$ cat config.mk
export PLATFORM = sky130hd
export DESIGN_NAME = tdm_demux2_flat
export DESIGN_NICKNAME = d
export VERILOG_FILES = /design/src/rtl/tdm_pkg.sv /design/src/rtl/tdm_demux2_if.sv /design/src/rtl/tdm_demux2_out_slot.sv /design/src/rtl/tdm_demux2.sv /design/src/flat_wrapper.sv
export SDC_FILE = /design/constraint.sdc
export NUM_CORES = 1
export LEC_CHECK = 0
export ABC_CLOCK_PERIOD_IN_PS = 3600
export CAP_MARGIN = 0
export CORE_MARGIN = 1
export CORE_UTILIZATION = 49
export CTS_BUF_LIST = sky130_fd_sc_hd__clkbuf_2
export DETAILED_ROUTE_END_ITERATION = 8
export PLACE_DENSITY = 0.91
export SYNTH_ARGS = -nofsm -noshare
export SYNTH_HDL_FRONTEND = slang
export SYNTH_SLANG_ARGS = --single-unit
$ cat constraint.sdc
create_clock -name clk -period 3.6 [get_ports clk]
set_input_delay 0.54 -clock clk [delete_from_list [all_inputs] [get_ports clk]]
set_output_delay 0.54 -clock clk [all_outputs]
set_load 0.02 [all_outputs]
$ cat src/rtl/tdm_pkg.sv
// Shared definitions for the TDM mux/demux pair: select encoding,
// sequence states and frame counter width.
package tdm_pkg;
    localparam logic CH_A = 1'b0;
    localparam logic CH_B = 1'b1;
    localparam int FRAME_CNT_W = 8;

    typedef enum logic {EXP_A, EXP_B} seq_state_t;
endpackage

$ cat src/rtl/tdm_demux2_if.sv
// Shared input stream plus the two channel output handshakes of tdm_demux2.
interface tdm_demux2_if #(parameter int WIDTH = 8);
    logic             in_valid;
    logic             in_ready;
    logic             in_sel;
    logic [WIDTH-1:0] in_data;
    logic             a_valid;
    logic             a_ready;
    logic [WIDTH-1:0] a_data;
    logic             b_valid;
    logic             b_ready;
    logic [WIDTH-1:0] b_data;

    modport master (
        output in_valid, in_sel, in_data, a_ready, b_ready,
        input  in_ready, a_valid, a_data, b_valid, b_data
    );
    modport slave (
        input  in_valid, in_sel, in_data, a_ready, b_ready,
        output in_ready, a_valid, a_data, b_valid, b_data
    );
endinterface

$ cat src/rtl/tdm_demux2_out_slot.sv
// One-entry registered output slot; a write in the same cycle as a drain
// replaces the payload and keeps the slot full.
module out_slot #(
    parameter int WIDTH = 8
) (
    input  logic             clk,
    input  logic             reset,
    input  logic             wr_en,
    input  logic [WIDTH-1:0] wr_data,
    output logic             can_accept,
    output logic             valid,
    input  logic             ready,
    output logic [WIDTH-1:0] data
);
    assign can_accept = !valid || ready;

    always_ff @(posedge clk) begin
        if (reset) begin
            valid <= 1'b0;
            data  <= '0;
        end else begin
            if (wr_en) begin
                valid <= 1'b1;
                data  <= wr_data;
            end else if (ready) begin
                valid <= 1'b0;
            end
        end
    end
endmodule

$ cat src/rtl/tdm_demux2.sv
// Two-channel TDM demultiplexer with A-then-B frame order checking,
// a sticky misorder flag and a wrapping frame counter.
module tdm_demux2
    import tdm_pkg::*;
#(
    parameter int WIDTH  = 8,
    parameter int STRICT = 1
) (
    input  logic                   clk,
    input  logic                   reset,
    tdm_demux2_if.slave            bus,
    output logic                   seq_err,
    output logic [FRAME_CNT_W-1:0] frame_cnt
);
    logic a_can, b_can, accept, wr_a, wr_b;
    logic err_d;
    logic [FRAME_CNT_W-1:0] cnt_d;
    seq_state_t state_q, state_d;

    assign bus.in_ready = (bus.in_sel == CH_A) ? a_can : b_can;
    assign accept = bus.in_valid && bus.in_ready;
    assign wr_a   = accept && (bus.in_sel == CH_A);
    assign wr_b   = accept && (bus.in_sel == CH_B);

    out_slot #(.WIDTH(WIDTH)) u_slot_a (
        .clk(clk), .reset(reset), .wr_en(wr_a), .wr_data(bus.in_data),
        .can_accept(a_can), .valid(bus.a_valid), .ready(bus.a_ready), .data(bus.a_data)
    );

    out_slot #(.WIDTH(WIDTH)) u_slot_b (
        .clk(clk), .reset(reset), .wr_en(wr_b), .wr_data(bus.in_data),
        .can_accept(b_can), .valid(bus.b_valid), .ready(bus.b_ready), .data(bus.b_data)
    );

    always_ff @(posedge clk) begin
        if (reset) begin
            state_q   <= EXP_A;
            seq_err   <= 1'b0;
            frame_cnt <= '0;
        end else begin
            state_q   <= state_d;
            seq_err   <= err_d;
            frame_cnt <= cnt_d;
        end
    end

    // A repeated A while expecting B restarts the frame rather than closing it.
    always_comb begin
        state_d = state_q;
        err_d   = seq_err;
        cnt_d   = frame_cnt;
        if (accept) begin
            case (state_q)
                EXP_A: begin
                    if (bus.in_sel == CH_A) state_d = EXP_B;
                    else if (STRICT != 0)   err_d = 1'b1;
                end
                EXP_B: begin
                    if (bus.in_sel == CH_B) begin
                        state_d = EXP_A;
                        cnt_d   = frame_cnt + 1'b1;
                    end else if (STRICT != 0) begin
                        err_d = 1'b1;
                    end
                end
                default: state_d = EXP_A;
            endcase
        end
    end
endmodule

$ cat src/flat_wrapper.sv
// flat-port wrapper written by rule: the top's interface ports become plain ports
module tdm_demux2_flat import tdm_pkg::*;
#(
    parameter int WIDTH  = 8,
    parameter int STRICT = 1
)
  (clk, reset, seq_err, frame_cnt, bus_in_valid, bus_in_sel, bus_in_data, bus_a_ready, bus_b_ready, bus_in_ready, bus_a_valid, bus_a_data, bus_b_valid, bus_b_data);
  tdm_demux2_if #(.WIDTH(WIDTH)) bus_i ();
  input  logic clk;
  input  logic reset;
  output logic seq_err;
  output logic [FRAME_CNT_W-1:0] frame_cnt;
  input wire logic [$bits(bus_i.in_valid)-1:0] bus_in_valid;
  input wire logic [$bits(bus_i.in_sel)-1:0] bus_in_sel;
  input wire logic [$bits(bus_i.in_data)-1:0] bus_in_data;
  input wire logic [$bits(bus_i.a_ready)-1:0] bus_a_ready;
  input wire logic [$bits(bus_i.b_ready)-1:0] bus_b_ready;
  output wire logic [$bits(bus_i.in_ready)-1:0] bus_in_ready;
  output wire logic [$bits(bus_i.a_valid)-1:0] bus_a_valid;
  output wire logic [$bits(bus_i.a_data)-1:0] bus_a_data;
  output wire logic [$bits(bus_i.b_valid)-1:0] bus_b_valid;
  output wire logic [$bits(bus_i.b_data)-1:0] bus_b_data;
  assign bus_i.in_valid = bus_in_valid;
  assign bus_i.in_sel = bus_in_sel;
  assign bus_i.in_data = bus_in_data;
  assign bus_i.a_ready = bus_a_ready;
  assign bus_i.b_ready = bus_b_ready;
  assign bus_in_ready = bus_i.in_ready;
  assign bus_a_valid = bus_i.a_valid;
  assign bus_a_data = bus_i.a_data;
  assign bus_b_valid = bus_i.b_valid;
  assign bus_b_data = bus_i.b_data;
  tdm_demux2 #(.WIDTH(WIDTH), .STRICT(STRICT)) u_core (.clk(clk), .reset(reset), .bus(bus_i), .seq_err(seq_err), .frame_cnt(frame_cnt));
endmodule
==> out/metrics.yaml <==
post-dp-hpwl_mm: 1.740
min_from: "u_core.u_slot_b.data[0]$_SDFFE_PP0P_"
die_x_um: 50.63
rsz0062_at_grt: "no"
fin_crit_ps: 2539
syn_inst: 128
ys_ff_latch: 28
cp_max_fo: 4
ctsHoldBuffers: 0
finalNonFillerCells: 196
h-tree-depth: 1
cp_top_family: "buffers and inverters"
grt_pass1_wl_mm: 3.919
whs_path_depth: 2
final_cell_mix: "41 x clkdlybuf4s50_1, 28 x dfxtp_1, 19 x nand2_1"
fmax_ghz: 0.3939
dp.cells: 192
skew_ps: 26.36
crit_arrival_ps: 2000
path_common_cell: "clkdlybuf4s50_1"
yosysTopAreaCell: "dfxtp_1"
holdWs_ps: 473.3
cp.required_ps: 3060
vias_per_cell: 5.224
worstMarginPinSlew_ps: 593.7
row_count: 17
critical_path_class: "in2out"
hold_viol: 0
peakVddDrop_uv: 318.8
postCtsSetupRepairBufs: 0
core-area_mm2: 0.002212
setup_viol_count_final: 0
synth_area_leaders: "dfxtp_1 48%, mux2i_1 6.9%, a21oi_1 6.5%, nand2_1 6.2%, nor2_1 3.9%"
max_cap_viol_count: 0
syn_nets: 144
synth_top_area_share_pct: 48.38
clkSinkCount: 28
cp_cell_sequence: "clkdlybuf4s50_1, mux2_2, clkdlybuf4s50_1"
gp_congestion: 0.7528
insertedDiodeCount: 0
routedWlPerCell_um: 12.33
relSlewSlack_pct: 60.42
die_height_um: 50.63
antenna_found_initial: 0
tns_ps: 0
reg2reg_depth: 4
num_vias: 1024
ios: 42
final_util_pct: 73.30
drtAntennaViolNets: 0
ys_types: 28
grt_max_degree: 31
drc_errors: 0
layout_commonest_cell: "clkdlybuf4s50_1"
die_area_mm2: 0.002563
status: "finished, final reports clean"
clkTransAtPathRegs_ps: 230
grt_pass1_vias: 950
finalCritPeriodShare_pct: 70.52
cts_tree: "yes"
yosysWarnings: 0
drive_gt1_share_pct: 6.548
r2r_start: "u_core.state_q$_SDFFE_PP0P_"
end_kind: "output port"
critPathBufInv: 2
gr-total-overflow: 0
cp_slowest_stage_delay_ps: 560
initial_core_util_pct: 52.38
cts.path.max_buffers: 2
start_kind: "input port"
holdCritPathClass: "reg2reg"
syn_avg_cell_area_um2: 9.052
nets: 185
fillers: 175
cts.root.buffer_cell: "clkbuf_2"
worstReg2RegEnd: "u_core.frame_cnt[7]$_SDFFE_PP0P_"
cts_made_buffers: 3
drt_iter0_markers: 21
io_buffer_count: 41
grtUsageTotal_pct: 20.10
wirelength_mm: 2.416
synthesis.area_mm2: 0.001159
synth.yosys.seq_area_share_pct: 48.38
finalMaxSlewViolations: 0
r2r_setup_slack_ps: 1980
drt-pass1-iter-count: 4
area_growth_pct: 39.96
powerDensity_mw_per_mm2: 376.4
cts_resized: 0
crit_path_top_delay_cell: "clkdlybuf4s50_1"
clock_latency_ps: 360
min_to: "u_core.u_slot_b.data[0]$_SDFFE_PP0P_"
power.leakage_nw: 0.5808
worst max-delay path by stage:
| stage | from | to | slack, ps | cells after the start |
|---|---|---|---|---|
| 5_1_grt | bus_a_ready | bus_in_ready | 1000 | 4 |
| 4_1_cts | bus_b_ready | bus_in_ready | 1050 | 4 |
| 3_3_place_gp | bus_in_sel | bus_in_ready | 1100 | 3 |
| 3_5_place_dp | bus_b_ready | bus_in_ready | 1070 | 4 |
| 6_report | bus_in_sel | bus_in_ready | 1060 | 3 |
| 2_1_floorplan | bus_in_sel | u_core.frame_cnt[7]$_SDFFE_PP0P_ | 1960 | 4 |
synthesized netlist by cell type:
master,n
dfxtp_1,28
nand2_1,19
a21oi_1,15
nor2_1,12
mux2i_1,8
o21ai_0,5
nand3_1,4
clkbuf_1,3
inv_1,3
nor4_1,3
or3_1,3
and2_1,2
ha_1,2
mux2_1,2
nand2b_1,2
nand4_1,2
nor2b_1,2
o21ba_2,2
o31a_1,2
a22oi_4,1
and2_4,1
buf_2,1
buf_4,1
buf_6,1
mux2_2,1
nand3b_1,1
nor2b_2,1
nor3_1,1
flip-flops by register name, summed over array words and instances, names as in the netlist:
register,cells
u_core.u_slot_a.data,8
u_core.seq_err,1
u_core.frame_cnt,8
u_core.state_q,1
u_core.u_slot_b.valid,1
u_core.u_slot_b.data,8
u_core.u_slot_a.valid,1
cell type report:
class	count	area (µm²)	share of cell area, %
Clock buffer	3	15.01	0.9259
Multi-Input combinational cell	91	551.8	34.03
Timing Repair Buffer	42	417.9	25.77
Inverter	3	11.26	0.6944
Clock inverter	1	30.03	1.852
Tap cell	28	35.03	2.160
Sequential cell	28	560.5	34.57
worst register-to-register path: cells and delay by family (launching register included):
kind,cells,cell delay [ps]
DFF,1,380
adders and majority gates,1,270
muxes,1,360
and+or+nand+nor,2,530
where the power goes:
part	switching [mW]	internal (mW)	total, mW
registers	0.00621	0.323	0.329
clock network	0.0909	0.0956	0.186
logic	0.0478	0.0471	0.0949
total	0.145	0.466	0.610
cells by family (layout without fill, tap and decap cells):
group | after synthesis | count (layout) | share of synthesized area, %
and+or+nand+nor | 53 | 53 | 21.92
DFF | 28 | 28 | 48.38
AOI/OAI and AO/OA | 25 | 25 | 13.71
muxes | 11 | 11 | 9.827
buffers and inverters | 9 | 49 | 3.995
adders and majority gates | 2 | 2 | 2.159
layer usage:
metal	share of wire (%)	global-route usage, %	wire length (µm)
met4	0.25	6.944	6
met3	6.3	5.455	152
met1	43	22.66	1037
met2	50	36.00	1220
met5	0	0	0
stage by stage:
stage	instance area (µm²)	power [mW]	setup slack [ps]
final	1622	0.6104	1061
after global routing	1622	0.6300	1005
after CTS	1622	0.6104	1054
after detailed placement	1577	0.4296	1075
after global placement	1577	0.4270	1096
after floorplan	1159	0.3863	1956
Note: power is estimated with default switching activity, not from simulation.
